[src/rtl/boxhead_pkg.sv]
// boxhead_pkg: screen geometry plus the blitter state and command types shared across the design.
package boxhead_pkg;
  localparam int SCREEN_W = 640;
  localparam int SCREEN_H = 480;
  localparam logic [9:0] PARK_X = 10'h3FF;
  localparam int BLIT_IDW = 4;
  typedef enum logic [1:0] {IDLE, PRIME, DRAW, DRAIN} blit_state_e;
  typedef struct packed {
    logic [9:0]          x;
    logic [9:0]          y;
    logic [BLIT_IDW-1:0] id;
    logic                flip_x;
  } blit_cmd_t;
endpackage

[src/rtl/sprite_blitter_if.sv]
// sprite_blitter_if: draw-command valid/ready channel from game logic (master) to the blitter (slave).
interface sprite_blitter_if #(
  parameter int SPRITE_COUNT = 16
);
  localparam int IDW = $clog2(SPRITE_COUNT);
  logic           cmd_valid;
  logic           cmd_ready;
  logic [9:0]     cmd_x;
  logic [9:0]     cmd_y;
  logic [IDW-1:0] cmd_id;
  logic           cmd_flip_x;
  modport master (output cmd_valid, cmd_x, cmd_y, cmd_id, cmd_flip_x, input cmd_ready);
  modport slave (input cmd_valid, cmd_x, cmd_y, cmd_id, cmd_flip_x, output cmd_ready);
endinterface

[src/rtl/sprite_rom.sv]
// sprite_rom: sprite bitmap store with a synchronous one-cycle read at address {id, row, col}.
module sprite_rom #(
  parameter int          IDW         = 4,
  parameter int          RW          = 5,
  parameter int          CW          = 5,
  parameter logic [15:0] TRANSPARENT = 16'hF81F
) (
  input  logic                 clk,
  input  logic [IDW+RW+CW-1:0] addr_i,
  output logic [15:0]          data_o
);
  localparam int AW = IDW + RW + CW;
  // Built-in bitmaps: sprite 0 solid green, sprite 1 keyed out along column 0, the rest encode their address
  function automatic logic [15:0] bitmap(input logic [AW-1:0] a);
    if (a[AW-1:RW+CW] == '0) return 16'h07E0;
    if (a[AW-1:RW+CW] == IDW'(1) && a[CW-1:0] == '0) return TRANSPARENT;
    return 16'h8000 | 16'(a);
  endfunction
  always_ff @(posedge clk) data_o <= bitmap(addr_i);
endmodule

[src/rtl/sprite_blitter.sv]
// sprite_blitter: sprite draw engine streaming one pixel per controller write slot into the hidden frame.
// Define BLIT_CLIP_EN to park pixels that fall outside the 640x480 screen.
module sprite_blitter
  import boxhead_pkg::*;
#(
  parameter int          SPRITE_W     = 32,
  parameter int          SPRITE_H     = 32,
  parameter int          SPRITE_COUNT = 16,
  parameter logic [15:0] TRANSPARENT  = 16'hF81F
) (
  input  logic            sram_clk,
  input  logic            reset_n,
  input  logic            frame_clk,
  input  logic            write_slot,
  sprite_blitter_if.slave cmd,
  output logic            busy,
  output logic [9:0]      program_x,
  output logic [9:0]      program_y,
  output logic [15:0]     program_data
);
  localparam int IDW = $clog2(SPRITE_COUNT);
  localparam int CW = $clog2(SPRITE_W);
  localparam int RW = $clog2(SPRITE_H);
  localparam int PW = RW + CW;
  localparam logic [35:0] PARK = {PARK_X, 10'd0, 16'd0};
  blit_state_e state_q, state_d;
  blit_cmd_t cmd_q, cmd_d;
  logic [PW-1:0] pix_q, pix_d;
  logic [35:0] prog_q, prog_d;
  logic frame_q, edge_q, clip;
  logic [CW-1:0] col_q, col_d;
  logic [RW-1:0] row_q;
  logic [9:0] pix_x, pix_y;
  logic [15:0] rom_data;
  assign col_q = pix_q[CW-1:0];
  assign row_q = pix_q[PW-1:CW];
  assign col_d = pix_d[CW-1:0];
  // Addressing from next-state keeps ROM data aligned with pixel pix_q, so adjacent slots work
  sprite_rom #(.IDW(IDW), .RW(RW), .CW(CW), .TRANSPARENT(TRANSPARENT)) u_rom (
    .clk   (sram_clk),
    .addr_i({cmd_d.id, pix_d[PW-1:CW], cmd_d.flip_x ? ~col_d : col_d}),
    .data_o(rom_data)
  );
`ifdef BLIT_CLIP_EN
  logic [10:0] x_sum, y_sum;
  assign x_sum = 11'(cmd_q.x) + 11'(col_q);
  assign y_sum = 11'(cmd_q.y) + 11'(row_q);
  assign clip = x_sum >= 11'(SCREEN_W) || y_sum >= 11'(SCREEN_H);
  assign pix_x = x_sum[9:0];
  assign pix_y = y_sum[9:0];
`else
  assign clip = 1'b0;
  assign pix_x = cmd_q.x + 10'(col_q);
  assign pix_y = cmd_q.y + 10'(row_q);
`endif
  always_comb begin
    state_d = state_q;
    cmd_d = cmd_q;
    pix_d = pix_q;
    prog_d = prog_q;
    if (edge_q) begin
      state_d = IDLE;
      prog_d = PARK;
    end else if (state_q == IDLE && cmd.cmd_valid) begin
      state_d = PRIME;
      cmd_d = '{x: cmd.cmd_x, y: cmd.cmd_y, id: cmd.cmd_id, flip_x: cmd.cmd_flip_x};
      pix_d = '0;
    end else if (state_q == PRIME) begin
      state_d = DRAW;
    end else if (write_slot && state_q == DRAW) begin
      state_d = &pix_q ? DRAIN : DRAW;
      pix_d = pix_q + PW'(1);
      prog_d = (rom_data == TRANSPARENT || clip) ? PARK : {pix_x, pix_y, rom_data};
    end else if (write_slot && state_q == DRAIN) begin
      state_d = IDLE;
      prog_d = PARK;
    end
  end
  always_ff @(posedge sram_clk or negedge reset_n) begin
    if (!reset_n) begin
      state_q <= IDLE;
      cmd_q <= '0;
      pix_q <= '0;
      prog_q <= PARK;
      frame_q <= 1'b0;
      edge_q <= 1'b0;
    end else begin
      state_q <= state_d;
      cmd_q <= cmd_d;
      pix_q <= pix_d;
      prog_q <= prog_d;
      frame_q <= frame_clk;
      edge_q <= frame_clk & ~frame_q;
    end
  end
  assign cmd.cmd_ready = state_q == IDLE && !edge_q;
  assign busy = state_q != IDLE;
  assign {program_x, program_y, program_data} = prog_q;
endmodule
[src/flat_wrapper.sv]
// flat-port wrapper written by rule: the top's interface ports become plain ports
module sprite_blitter_flat import boxhead_pkg::*;
#(
  parameter int          SPRITE_W     = 32,
  parameter int          SPRITE_H     = 32,
  parameter int          SPRITE_COUNT = 16,
  parameter logic [15:0] TRANSPARENT  = 16'hF81F
)
  (sram_clk, reset_n, frame_clk, write_slot, busy, program_x, program_y, program_data, cmd_cmd_valid, cmd_cmd_x, cmd_cmd_y, cmd_cmd_id, cmd_cmd_flip_x, cmd_cmd_ready);
  sprite_blitter_if #(.SPRITE_COUNT(SPRITE_COUNT)) cmd_i ();
  input  logic sram_clk;
  input  logic reset_n;
  input  logic frame_clk;
  input  logic write_slot;
  output logic busy;
  output logic [9:0] program_x;
  output logic [9:0] program_y;
  output logic [15:0] program_data;
  input wire logic [$bits(cmd_i.cmd_valid)-1:0] cmd_cmd_valid;
  input wire logic [$bits(cmd_i.cmd_x)-1:0] cmd_cmd_x;
  input wire logic [$bits(cmd_i.cmd_y)-1:0] cmd_cmd_y;
  input wire logic [$bits(cmd_i.cmd_id)-1:0] cmd_cmd_id;
  input wire logic [$bits(cmd_i.cmd_flip_x)-1:0] cmd_cmd_flip_x;
  output wire logic [$bits(cmd_i.cmd_ready)-1:0] cmd_cmd_ready;
  assign cmd_i.cmd_valid = cmd_cmd_valid;
  assign cmd_i.cmd_x = cmd_cmd_x;
  assign cmd_i.cmd_y = cmd_cmd_y;
  assign cmd_i.cmd_id = cmd_cmd_id;
  assign cmd_i.cmd_flip_x = cmd_cmd_flip_x;
  assign cmd_cmd_ready = cmd_i.cmd_ready;
  sprite_blitter #(.SPRITE_W(SPRITE_W), .SPRITE_H(SPRITE_H), .SPRITE_COUNT(SPRITE_COUNT), .TRANSPARENT(TRANSPARENT)) u_core (.sram_clk(sram_clk), .reset_n(reset_n), .frame_clk(frame_clk), .write_slot(write_slot), .cmd(cmd_i), .busy(busy), .program_x(program_x), .program_y(program_y), .program_data(program_data));
endmodule
[config.mk]
export PLATFORM = sky130hd
export DESIGN_NAME = sprite_blitter_flat
export DESIGN_NICKNAME = d
export VERILOG_FILES = /design/src/rtl/boxhead_pkg.sv /design/src/rtl/sprite_blitter_if.sv /design/src/rtl/sprite_rom.sv /design/src/rtl/sprite_blitter.sv /design/src/flat_wrapper.sv
export SDC_FILE = /design/constraint.sdc
export NUM_CORES = 1
export LEC_CHECK = 0
export ABC_AREA = 1
export ABC_CLOCK_PERIOD_IN_PS = 5000
export CORE_MARGIN = 3
export CORE_UTILIZATION = 36
export DETAILED_ROUTE_END_ITERATION = 10
export PLACE_DENSITY = 0.61
export SETUP_SLACK_MARGIN = 0.05
export SKIP_CTS_REPAIR_TIMING = 1
export SLEW_MARGIN = 20
export SYNTH_ARGS = -nofsm -noshare
export SYNTH_HDL_FRONTEND = slang
export SYNTH_SLANG_ARGS = --single-unit
[constraint.sdc]
create_clock -name sram_clk -period 5 [get_ports sram_clk]
set_input_delay 0.5 -clock sram_clk [delete_from_list [all_inputs] [get_ports sram_clk]]
set_output_delay 0.5 -clock sram_clk [all_outputs]
set_load 0.005 [all_outputs]
==> PnR_summary.wiki <==
{| class="wikitable"
! Metric !! Value
|-
| Post-synth ARST share || 82.4%
|-
| Setup repair after global routing missed its margin || false
|-
| Overall fraction of global-route tracks in use || 15.9%
|-
| Final critical-path setup slack || 2.23 ns
|-
| Max rail drop VDD || 0.000193 V
|-
| Max H-tree Level || 3
|-
| Worst clock skew || 0.00709 ns
|-
| Layout Cell Area excl Fill || 5380 um^2
|-
| Antenna diode instance count || 0
|-
| Post-Route Setup TNS || 0 ns
|-
| Endpoints failing hold || 0
|-
| Clock tree from TritonCTS || done
|-
| Arrival time worst endpoint || 3.01 ns
|-
| Detailed placement HPWL || 7260 um
|-
| Chip height || 115 um
|-
| Drt first pass iters || 4
|-
| Max-slew violation count || 0
|-
| First-pass GRT wire length || 16600 um
|-
| Area growth, synth to finish || 24.8%
|-
| Leakage power || 0.00265 uW
|-
| Power density relative to cell area || 567 nW/um^2
|-
| Area post-placement || 5080 um^2
|-
| Worst min path class || input port to asynchronous set/reset pin
|-
| Post-synthesis sequential element count || 91
|-
| Routed wire per std cell || 13.6 um
|-
| Share of layout cells above drive strength 1 || 8.21%
|-
| Insertion delay to the later sink of the worst-skew pair || 0.35 ns
|-
| Horiz. Die Dim || 115 um
|-
| Distinct cell type count of the synthesized netlist || 37
|-
| Average cell area after synthesis || 8.38 um^2
|-
| CTS max path bufs || 2
|-
| Final critical delay including setup and external delays || 2.77 ns
|-
| Post-detailed-routing wire length || 9940 um
|-
| Worst slew slack as a fraction of its limit || 38.2%
|-
| Endpoints failing setup || 0
|-
| Number of warning messages in the yosys log || 0
|-
| Core ar. || 11600 um^2
|-
| Clock tree root buffer cell || clkbuf_16
|-
| Post-detailed-route DRC marker count || 0
|-
| Syn Std Cell Area || 4310 um^2
|-
| Category of the critical setup timing path || input port to flip-flop
|-
| CTS Buf Count || 9
|-
| Sequential cell area fraction in the yosys report || 51.3%
|-
| Detailed-route via count || 3479
|-
| Number of synthesized flops with an enable pin || 0
|-
| Final cell count without fillers || 728
|-
| Number of global-route vias before repair || 3389
|-
| Post-route fraction of the period consumed by the critical path || 55.5%
|-
| Number of placed instances, taps included || 712
|-
| Drt via density || 4.78
|-
| Overall die area || 13300 um^2
|-
| Starting Density || 37.3%
|-
| Critical path peak fanout || 34
|-
| Post-synthesis net count || 557
|-
| Count of boundary I/O pins || 68
|-
| Worst endpoint required time || 5.23 ns
|-
| Ys flop type || dfrtp_1
|-
| Clock-pin transition on the worst setup and hold timing paths || 0.07 ns
|-
| Worst slack, placed || 1.85 ns
|-
| Run status || completed
|-
| Port buffer count || 67
|-
| Transition time at the pin with the least slew margin || 0.928 ns
|-
| Initial antenna violation count || 0
|-
| Nature of the critical path endpoint || flip-flop
|-
| Remaining global-route overflow || 0
|-
| Std-Cell Rows || 39
|-
| Max Fclk || 0.361 GHz
|-
| Antenna Nets Post-Route || 0
|-
| Final estimated routing congestion in global placement || 0.838
|-
| Cells after synthesis || 514
|-
| Pin count of the biggest net entering global routing || 76
|-
| Nets || 623
|-
| Initial drt markers || 142
|-
| Clk sink count || 91
|-
| Startpoint Class || input port
|-
| Max-Cap Viols || 0
|}
[critical path: stages]
cell and delay (ns):
clkdlybuf4s50_1 0.57, nand3_4 0.34, inv_2 0.52, nand2_1 0.11, nand2_1 0.14, nor2_1 0.07
nand2_1 0.29, nand3_2 0.17, nor2_4 0.21, nor2_1 0.07
[kinds of logic (layout without fill, tap and decap cells)]
logic type                 after synthesis  count (layout)  share of synthesized area [%]
and+or+nand+nor                        261             261                           26.8
DFF                                     91              91                           51.3
adders and majority gates               13              13                           4.12
xor gates and xnor gates                 6               6                           1.22
AOI/OAI and AO/OA                       64              64                           8.94
buffers and inverters                   79             150                           7.67
[worst paths after layout]
path / from / endpoint / slack [ns] / cells after the start
min: reset_n / u_core.prog_q[12]$_DFFE_PN0P_ / 0.30 / 1
max reg2reg: u_core.edge_q$_DFF_PN0_ / u_core.u_rom.data_o[5]$_SDFF_PN1_ / 2.23 / 10
max: cmd_cmd_valid / u_core.u_rom.data_o[5]$_SDFF_PN1_ / 2.23 / 10
min in group sram_clk: u_core.frame_q$_DFF_PN0_ / u_core.edge_q$_DFF_PN0_ / 0.39 / 1
min reg2reg: u_core.frame_q$_DFF_PN0_ / u_core.edge_q$_DFF_PN0_ / 0.39 / 1
max in group asynchronous: reset_n / u_core.prog_q[18]$_DFFE_PN0P_ / 4.11 / 1
[synthesized netlist by cell type, types with 5 or more instances]
library cell | n | share of area [%]
inv_1 | 59 | 5.1
nand4_1 | 16 | 2.3
dfrtp_1 | 65 | 38
xor2_1 | 5 | 1.0
a21oi_1 | 13 | 1.5
a22o_1 | 12 | 2.4
o22ai_1 | 6 | 0.87
o21ai_0 | 27 | 3.1
inv_2 | 5 | 0.44
nor2_1 | 35 | 3.0
nand2_1 | 166 | 14
dfstp_2 | 10 | 6.1
nand3_1 | 26 | 3.0
clkbuf_1 | 6 | 0.52
ha_1 | 11 | 3.2
dfxtp_1 | 16 | 7.4
[routing by layer]
| metal | wire length [um] | track usage [%] |
|---|---|---|
| met1 | 4610 | 21.5 |
| met2 | 4720 | 25.1 |
| met3 | 401 | 4.05 |
| met4 | 208 | 5.09 |
| met5 | 0 | 0 |
[cells in the final DEF (no fill, tap or decap), drive strengths merged]
master and n:
clkinv 3, a31oi 2, nand4 17, o22ai 6, buf 3, clkbuf 9
fa 2, dfrtp 65, nor3 1, clkdlybuf4s50 66, o22a 1, xor2 5
o21ai 28, nand2 170, a22o 12, ha 11, o31ai 1, a21oi 13
dfxtp 16, nand3b 2, o311ai 1, dfstp 10, xnor2 1, inv 68
nor2 41, nand3 29, nor3b 1, clkinvlp 1
[report_power, final]
part | switching, uW | internal (uW) | leakage (uW) | total (uW)
Sequential | 201 | 1040 | 0.00109 | 1240
Combinational | 621 | 520 | 0.00142 | 1140
Clock | 313 | 351 | 0.000142 | 664
[stage by stage]
stage / total power [uW] / hold slack (ns) / util, %
final: 3050 / 0.299 / 46.5
after global routing: 3310 / 0.372 / 46.5
after CTS: 3080 / 0.330 / 46.5
after detailed placement: 2400 / 0.384 / 44.0
after global placement: 2370 / 0.381 / 44.0
after floorplan: 1930 / 0.204 / -
[area by class of cell]
| cell class | instances | area, um^2 |
|---|---|---|
| sequential | 91 | 2210 |
| clock buffer | 9 | 225 |
| multi-input combinational | 344 | 1770 |
| inverter | 65 | 244 |
| tap | 143 | 179 |
| timing repair buffer | 69 | 683 |
| clock inverter | 7 | 67.6 |
| fill | 1142 | 6190 |
[state kept, by name (all words and copies together), names as in the netlist]
register / cells
u_core.u_rom.data_o: 16
u_core.frame_q: 1
u_core.pix_q: 10
u_core.prog_q: 36
u_core.state_q: 2
u_core.edge_q: 1
u_core.cmd_q: 25
No activity file was read; power rests on OpenSTA's default activity.
